## config.mk

```make
export PLATFORM = sky130hd
export DESIGN_NAME = pipeline_ctrl
export DESIGN_NICKNAME = d
export VERILOG_FILES = /design/src/rtl/pipeline_pkg.sv /design/src/rtl/hazard_detect.sv /design/src/rtl/pipeline_ctrl.sv
export SDC_FILE = /design/constraint.sdc
export NUM_CORES = 1
export LEC_CHECK = 0
export BUFFER_PORTS_ARGS = -buffer_cell sky130_fd_sc_hd__buf_4
export CAP_MARGIN = 25
export CELL_PAD_IN_SITES_DETAIL_PLACEMENT = 1
export CELL_PAD_IN_SITES_GLOBAL_PLACEMENT = 2
export CORE_AREA = 2 2 88 90
export CTS_CLUSTER_SIZE = 20
export DETAILED_ROUTE_END_ITERATION = 10
export DIE_AREA = 0 0 90 92
export GPL_TIMING_DRIVEN = 0
export PLACE_DENSITY = 0.76
export SLEW_MARGIN = 20
export SYNTH_ARGS = -nofsm -noshare
export SYNTH_HDL_FRONTEND = slang
export SYNTH_HIERARCHICAL = 1
export SYNTH_SLANG_ARGS = --single-unit
```

## constraint.sdc

```tcl
create_clock -name i_clk -period 2.75 [get_ports i_clk]
set_clock_uncertainty 0.1 [all_clocks]
set_input_delay 0 -clock i_clk [delete_from_list [all_inputs] [get_ports i_clk]]
set_output_delay 0 -clock i_clk [all_outputs]
set_load 0.02 [all_outputs]
```

## src/rtl/pipeline_pkg.sv

```systemverilog
// rtl/pipeline_pkg.sv - shared types and constants for the pipeline sequencing controller
package pipeline_pkg;

  // Register specifier width used by the hazard comparator
  localparam int REG_ADDR_WIDTH = 5;

  // Controller states: normal flow, waiting on I-cache refill, waiting on D-cache refill
  typedef enum logic [1:0] {
    RUN   = 2'd0,
    IWAIT = 2'd1,
    DWAIT = 2'd2
  } ctrl_state_t;

  // Per-register control bundle driven by the controller each cycle
  typedef struct packed {
    logic stall_fetch;
    logic stall_dec;
    logic flush_dec;
    logic stall_exe;
    logic flush_exe;
    logic stall_mem;
    logic flush_mem;
    logic stall_wb;
  } ctrl_out_t;

  // Every stage holds, nothing is cleared
  localparam ctrl_out_t CTRL_ALL_STALL = '{
    stall_fetch: 1'b1, stall_dec: 1'b1, flush_dec: 1'b0, stall_exe: 1'b1,
    flush_exe: 1'b0, stall_mem: 1'b1, flush_mem: 1'b0, stall_wb: 1'b1
  };

endpackage

```

## src/rtl/hazard_detect.sv

```systemverilog
// rtl/hazard_detect.sv - load-use hazard comparator between execute and decode
module hazard_detect
  import pipeline_pkg::*;
#(
  parameter int ADDR_W = REG_ADDR_WIDTH
) (
  input  logic              i_mem_read_exe,
  input  logic [ADDR_W-1:0] i_rd_exe,
  input  logic [ADDR_W-1:0] i_rs1_dec,
  input  logic [ADDR_W-1:0] i_rs2_dec,
  output logic              o_hazard
);

  // A load into x0 never creates a dependency, so rd==0 is excluded
  always_comb begin
    o_hazard = i_mem_read_exe && (i_rd_exe != '0) &&
               ((i_rd_exe == i_rs1_dec) || (i_rd_exe == i_rs2_dec));
  end

endmodule

```

## src/rtl/pipeline_ctrl.sv

```systemverilog
// rtl/pipeline_ctrl.sv - stall/flush sequencing for the five-stage pipeline registers
module pipeline_ctrl
  import pipeline_pkg::*;
#(
  parameter int REG_ADDR_WIDTH = pipeline_pkg::REG_ADDR_WIDTH,
  parameter int CNT_WIDTH      = 32
) (
  input  logic                      i_clk,
  input  logic                      i_arst,
  input  logic                      i_icache_miss,
  input  logic                      i_icache_done,
  input  logic                      i_dcache_miss,
  input  logic                      i_dcache_done,
  input  logic                      i_mispred_exe,
  input  logic                      i_mem_read_exe,
  input  logic [REG_ADDR_WIDTH-1:0] i_rd_exe,
  input  logic [REG_ADDR_WIDTH-1:0] i_rs1_dec,
  input  logic [REG_ADDR_WIDTH-1:0] i_rs2_dec,
  output logic                      o_stall_fetch,
  output logic                      o_stall_dec,
  output logic                      o_flush_dec,
  output logic                      o_stall_exe,
  output logic                      o_flush_exe,
  output logic                      o_stall_mem,
  output logic                      o_flush_mem,
  output logic                      o_stall_wb,
  output logic [1:0]                o_state,
  output logic [CNT_WIDTH-1:0]      o_stall_cnt
);

  ctrl_state_t          state_q, state_d;
  logic                 icache_pend_q, icache_pend_d;
  logic [CNT_WIDTH-1:0] cnt_q, cnt_d;
  logic                 load_use;
  logic                 dcache_hold;
  ctrl_out_t            ctl;

  hazard_detect #(
    .ADDR_W (REG_ADDR_WIDTH)
  ) u_hazard (
    .i_mem_read_exe (i_mem_read_exe),
    .i_rd_exe       (i_rd_exe),
    .i_rs1_dec      (i_rs1_dec),
    .i_rs2_dec      (i_rs2_dec),
    .o_hazard       (load_use)
  );

  // A D-cache miss freezes the whole pipe, whether it is just arriving or already pending
  assign dcache_hold = (state_q == DWAIT) || i_dcache_miss;

  // Next-state and stall/flush decode, priority D-cache > mispredict > load-use > I-cache
  always_comb begin
    state_d       = state_q;
    icache_pend_d = icache_pend_q && !i_icache_done;
    ctl           = '0;

    if (dcache_hold) begin
      ctl = CTRL_ALL_STALL;
      if (state_q != DWAIT) begin
        state_d = DWAIT;
      end else if (i_dcache_done) begin
        // Resume the I-cache wait only if its refill has not already finished
        state_d = icache_pend_d ? IWAIT : RUN;
      end
    end else begin
      unique case (state_q)
        RUN: begin
          if (i_mispred_exe) begin
            // PC takes the branch target; wrong-path instructions are dropped
            ctl.flush_dec = 1'b1;
            ctl.flush_exe = 1'b1;
            if (i_icache_miss) state_d = IWAIT;
          end else if (load_use) begin
            ctl.stall_fetch = 1'b1;
            ctl.stall_dec   = 1'b1;
            ctl.flush_exe   = 1'b1;
            if (i_icache_miss) state_d = IWAIT;
          end else if (i_icache_miss) begin
            ctl.stall_fetch = 1'b1;
            ctl.flush_dec   = 1'b1;
            state_d         = IWAIT;
          end
        end
        IWAIT: begin
          ctl.stall_fetch = 1'b1;
          ctl.flush_dec   = 1'b1;
          if (i_mispred_exe) begin
            // Park the branch in execute; it redirects once fetch is back in RUN
            ctl.stall_exe = 1'b1;
            ctl.flush_mem = 1'b1;
          end
          if (i_icache_done) state_d = RUN;
        end
        default: begin
          state_d = RUN;
        end
      endcase
    end

    if ((state_d == IWAIT) && (state_q != IWAIT)) begin
      icache_pend_d = 1'b1;
    end

    cnt_d = cnt_q;
    if (ctl.stall_fetch && (cnt_q != {CNT_WIDTH{1'b1}})) begin
      cnt_d = cnt_q + 1'b1;
    end
  end

  // State, pending-refill flag and saturating fetch-stall counter
  always_ff @(posedge i_clk) begin
    if (i_arst) begin
      state_q       <= RUN;
      icache_pend_q <= 1'b0;
      cnt_q         <= '0;
    end else begin
      state_q       <= state_d;
      icache_pend_q <= icache_pend_d;
      cnt_q         <= cnt_d;
    end
  end

  assign o_stall_fetch = ctl.stall_fetch;
  assign o_stall_dec   = ctl.stall_dec;
  assign o_flush_dec   = ctl.flush_dec;
  assign o_stall_exe   = ctl.stall_exe;
  assign o_flush_exe   = ctl.flush_exe;
  assign o_stall_mem   = ctl.stall_mem;
  assign o_flush_mem   = ctl.flush_mem;
  assign o_stall_wb    = ctl.stall_wb;
  assign o_state       = state_q;
  assign o_stall_cnt   = cnt_q;

endmodule

```

## After elaboration in Yosys (flattened, before gate mapping)

Index checks and enable logic that the tools add are counted.
Widths: inputs -> output; s select.

| word-level totals | value |
|---|---|
| flip-flop bits (word level) | 35 |
| input bits | 23 |
| logic and storage cells | 46 |

| operators by class | value |
|---|---|
| add/subtract/negate cells | 1 |
| eq/ne operators | 8 |
| muxes and demuxes | 24 |
| reductions and logical operators | 10 |

Operators by type and width:

| operator | number |
|---|---|
| $add 32x1->32 const B | 1 |
| $ne 32x32->1 const B | 1 |
| $mux 1 | 14 |
| $mux 2 | 6 |
| $eq 5x5->1 | 2 |
| $logic_and 1x1->1 | 5 |
| $mux 5 | 1 |
| $reduce_bool 5->1 | 1 |
| $eq 2x1->1 const B | 2 |
| $pmux 1 s2 | 2 |
| $pmux 2 s2 | 1 |
| $eq 2x2->1 const B | 1 |
| $logic_not 2->1 | 1 |
| $logic_or 1x1->1 | 2 |
| $ne 2x1->1 const B | 1 |
| $ne 2x2->1 const B | 1 |
| $logic_not 1->1 | 1 |

## Logic depth before layout (Yosys ltp)

| depth | value |
|---|---|
| depth in word-level cells | 9 |
| mapped depth | 10 |

## Hierarchy

The synthesis kept the hierarchy.

By module, submodules not included:

| module | times used | cells an instance | area each (µm²) | seq. area each (µm²) |
|---|---|---|---|---|
| pipeline_ctrl | 1 | 229 | 1886.8 | 700.7 |
| hazard_detect | 1 | 17 | 125.1 | 0.0 |

## Least setup slack after synthesis

OpenSTA, ideal clock, no wires.

| timing path | value |
|---|---|
| path type | register to register |
| start | register cnt_q[0], in the netlist o_stall_cnt[0] |
| end | register cnt_q[27], in the netlist o_stall_cnt[27] |
| arrival | 2.296 ns |
| setup slack | 0.233 ns |
| stages on the path, launching flop included | 8 |
| buffers on the path | 1 |
| period minus slack after synthesis | 2.517 ns |
| cell sequence | dfxtp_1 > ha_1 > nand4_1 > or4_1 > buf_4 > o2111a_1 > and3_1 > mux2_4 |

| on the way | value |
|---|---|
| cells in the longest elaborated chain, start to end | 2 |
| elaborated cells on any way between the ends | 3 |

Ends and longest elaborated chain:

| element | RTL line | RTL |
|---|---|---|
| start, declared | pipeline_ctrl.sv:33 | `logic [CNT_WIDTH-1:0] cnt_q, cnt_d;` |
| start signal, assigned | pipeline_ctrl.sv:119 | `cnt_q <= cnt_d;` |
| parallel branches: the longest is 2 deep, another holds $add 32x1->32 | n/a |  |

Several ways; the timed one is not identified.
A chain may end at the register's enable or synchronous reset.

## Worst setup path after layout

| timing path | value |
|---|---|
| start | register cnt_q[0], in the netlist o_stall_cnt[0] |
| end | register cnt_q[9], in the netlist o_stall_cnt[9] |

The elaborated chain is that of the path after synthesis.

==> results.txt <==
Status -> finished, final reports clean
Unrepaired setup endpoints after global routing -> false
Layout cells sized above 1 -> 0.2733
Placer Congestion -> 0.7557
Post-synth cell types -> 45
Routed WL -> 6332 um
Later-pin clock latency in the skew report -> 0.29 ns
Clock root cell -> clkbuf_8
Cells on worst reg2reg path -> 8
Place WS -> 0.02578 ns
Fin. Hold Viols -> 0
Setup WS post-layout -> 0.1212 ns
Startpoint type of the worst setup path -> flop
Initial antenna violation count -> 0
Global route overflow -> 0
Clock share of power -> 0.406
Logic pwr share -> 0.148
First-pass GRT wire length -> 10,760 um
Yosys reg bits -> 35
Maximum vdd drop -> 0.1670 mV
Clk pin slew, worst setup/hold paths -> 0.07 ns
Number of global-route vias before repair -> 2,142
Clock Sinks -> 35
Worst hold path depth -> 2
Fin area -> 0.002785 sq mm
Max stage delay cell, worst path -> or4_1
Hold Crit Class -> in -> reg
CP peak stage delay -> 0.56 ns
Leakage power -> 0.001028 uW
Mapped Cells -> 246
Multi-input gate area -> 0.001237 sq mm
Via-to-Cell Ratio -> 5.134
Post-synth EDFFs -> 0
Crit Path Max Fanout -> 10
Post-route minimum period -> 2.629 ns
Syn Area/Cell -> 8.179 sq um
Synthesis Warnings -> 6
Switch Pwr -> 300.3 uW
Max Freq -> 380.4 MHz
H-tree levels -> 2
Largest net degree at the start of global routing -> 12
Die Span Y -> 92 um
Via count -> 2,177
Die width -> 90 um
Wire per inst -> 14.93 um
Setup_tns -> 0 ns
# setup viols final -> 0
Crit share post-route -> 0.9559
Async SR Flop Fraction -> 0
DRT iter0 DRCs -> 79
Hold_sp -> i_arst
Internal power -> 889.7 uW
Pre-antenna DRT Iters -> 4
GRT Util Overall -> 0.1558
IO Port Bufs -> 63
Max_cap viols -> 0
Reg2Reg Launch Point -> o_stall_cnt[0]
Syn-to-layout area delta -> 38.43%
FF/Latch Area -> 703.2 sq um
CTS Buffer Depth -> 2
FF-to-FF setup slack -> 0.12 ns
Synthesized Nets -> 270
Crit path cell chain -> ha_2 -> nand4_1 -> or4_1 -> buf_4 -> o21ai_4 -> buf_6 -> nor2_1 -> mux2_4
Fillers -> 931
Antenna-violating nets left -> 0
Switching Fraction -> 0.2524
Hpwl dp -> 4768 um
Full die area -> 0.008280 sq mm
Seq pwr share -> 0.446
Worst Hold End -> o_state[0]
CP Class -> reg -> reg
Post-synthesis sequential area ratio -> 0.3483
Antenna cell count -> 0
Residual DRC count -> 0
Top-Level Pins -> 65
Core box area -> 0.007447 sq mm
Final #Nets -> 345
Starting Density -> 0.2702
Slew Viols, Final -> 0
Req. time, crit path -> 2.83 ns
Post-synthesis cell area -> 0.002012 sq mm
RR Endpoint -> o_stall_cnt[9]
Slew Limit Headroom -> 0.6172
Total CTS buffers -> 5
Crit end category -> flop
Post-placement cell area -> 0.002613 sq mm
Worst-margin pin slew -> 0.5711 ns
Pwr dens -> 427.3 mW/mm^2
Critical Path AT -> 2.71 ns
Top FF cell, synth -> dfxtp_1
# rows -> 32
CTS tree -> done
cells in the mapped netlist (all sizes together), types with 5 or more instances:
master,count,area share
and3,5,0.016
dfxtp,35,0.35
nor3,9,0.025
o31ai,8,0.030
nand2,17,0.032
nand3,11,0.027
o21ai,19,0.053
nor2,11,0.021
xnor2,7,0.030
or3,17,0.053
clkbuf,5,0.0093
nand4,13,0.047
xor2,8,0.035
or4,9,0.034
inv,7,0.013
a21oi,30,0.080
and4,5,0.022
cells in the final DEF, fill, tap and decap left out, types with 3 or more instances in the layout:
cell type,instances
nand2_1,17
and3_1,5
dfxtp_1,33
and4_1,5
buf_4,65
xnor2_1,7
o31ai_1,8
nand4_1,11
nor2_1,11
nand3_1,11
clkbuf_8,6
dlygate4sd3_1,5
or4_1,9
or3_1,17
a21oi_1,29
nor2b_1,3
o21ai_0,16
clkbuf_1,5
inv_1,7
xor2_1,8
nor3_1,8
timing repair:
item / 4_1_cts / 5_1_grt
hold endpoints to repair: 3 / 0
gates cloned: 0 / 0
gates resized for setup: 1 / 2
setup endpoints to repair: 1 / 11
setup buffers: 0 / 0
hold buffers: 5 / 0
sequential cells by signal, summed over array words and instances (netlist names):
name and cells:
o_stall_cnt 32, o_state 2, icache_pend_q 1
through the flow:
stage | utilization | instances | hold slack [ns] | power, uW
after global placement | 0.3508 | 411 | 0.1874 | 708.9
after CTS | 0.3735 | 424 | 0.04544 | 1206
final | 0.3740 | 424 | 0.03129 | 1190
after detailed placement | 0.3508 | 411 | 0.1889 | 711.7
after floorplan | - | 246 | -0.01694 | 629.1
after global routing | 0.3740 | 424 | 0.08509 | 1244
power groups by stage:
| stage | logic [uW] | registers [uW] | clock network (uW) |
|---|---|---|---|
| 6_report | 176 | 531 | 483 |
| 5_1_grt | 193 | 532 | 519 |
| 4_1_cts | 177 | 530 | 499 |
| 3_5_place_dp | 171 | 541 | 0 |
| 3_3_place_gp | 168 | 541 | 0 |
| 2_1_floorplan | 83.2 | 546 | 0 |
how the worst max path moves through the flow:
stage                      end  depth (start not counted)  slack, ns            from
3_3_place_gp    o_stall_cnt[9]                          8      0.006  o_stall_cnt[0]
2_1_floorplan  o_stall_cnt[27]                          7       0.23  o_stall_cnt[0]
4_1_cts         o_stall_cnt[9]                          8       0.01  o_stall_cnt[1]
3_5_place_dp    o_stall_cnt[9]                          8       0.03  o_stall_cnt[0]
6_report        o_stall_cnt[9]                          8       0.12  o_stall_cnt[0]
5_1_grt         o_stall_cnt[9]                          8      0.004  o_stall_cnt[0]
cell families (layout without fill, tap and decap cells):
logic type      after synthesis  in the layout  share of synthesized area
mux                           2              2                    0.01493
flops                        35             35                     0.3483
fa+ha+maj                     1              1                   0.006218
xor+xnor                     15             15                    0.06530
simple gates                108            108                     0.3141
buf+inv                      16             92                    0.03793
compound gates               69             69                     0.2133
cell type report:
cell class,instances,share of cell area
Multi-Input combinational cell,195,0.4443
Sequential cell,35,0.2525
Timing Repair Buffer,68,0.1878
Tap cell,102,0.04582
Clock buffer,6,0.02965
Buffer,9,0.01797
Clock inverter,2,0.01258
Inverter,7,0.009434
critical path, delay by kind of cell, from the launching register on:
family | cells | cell delay (ns)
and+or+nand+nor | 3 | 0.83
DFF | 1 | 0.40
AOI/OAI and AO/OA | 1 | 0.28
buffers and inverters | 2 | 0.38
muxes | 1 | 0.29
adders and majority gates | 1 | 0.24
metal layers:
metal | vias up | track usage | share of wire
li1 | 1075 | - | -
met1 | 1063 | 0.2126 | 0.49
met2 | 34 | 0.2519 | 0.47
met3 | 5 | 0.03369 | 0.040
met4 | 0 | 0.03718 | 0.0069
met5 | - | 0 | 0
Power figures use the tool's default switching activity.
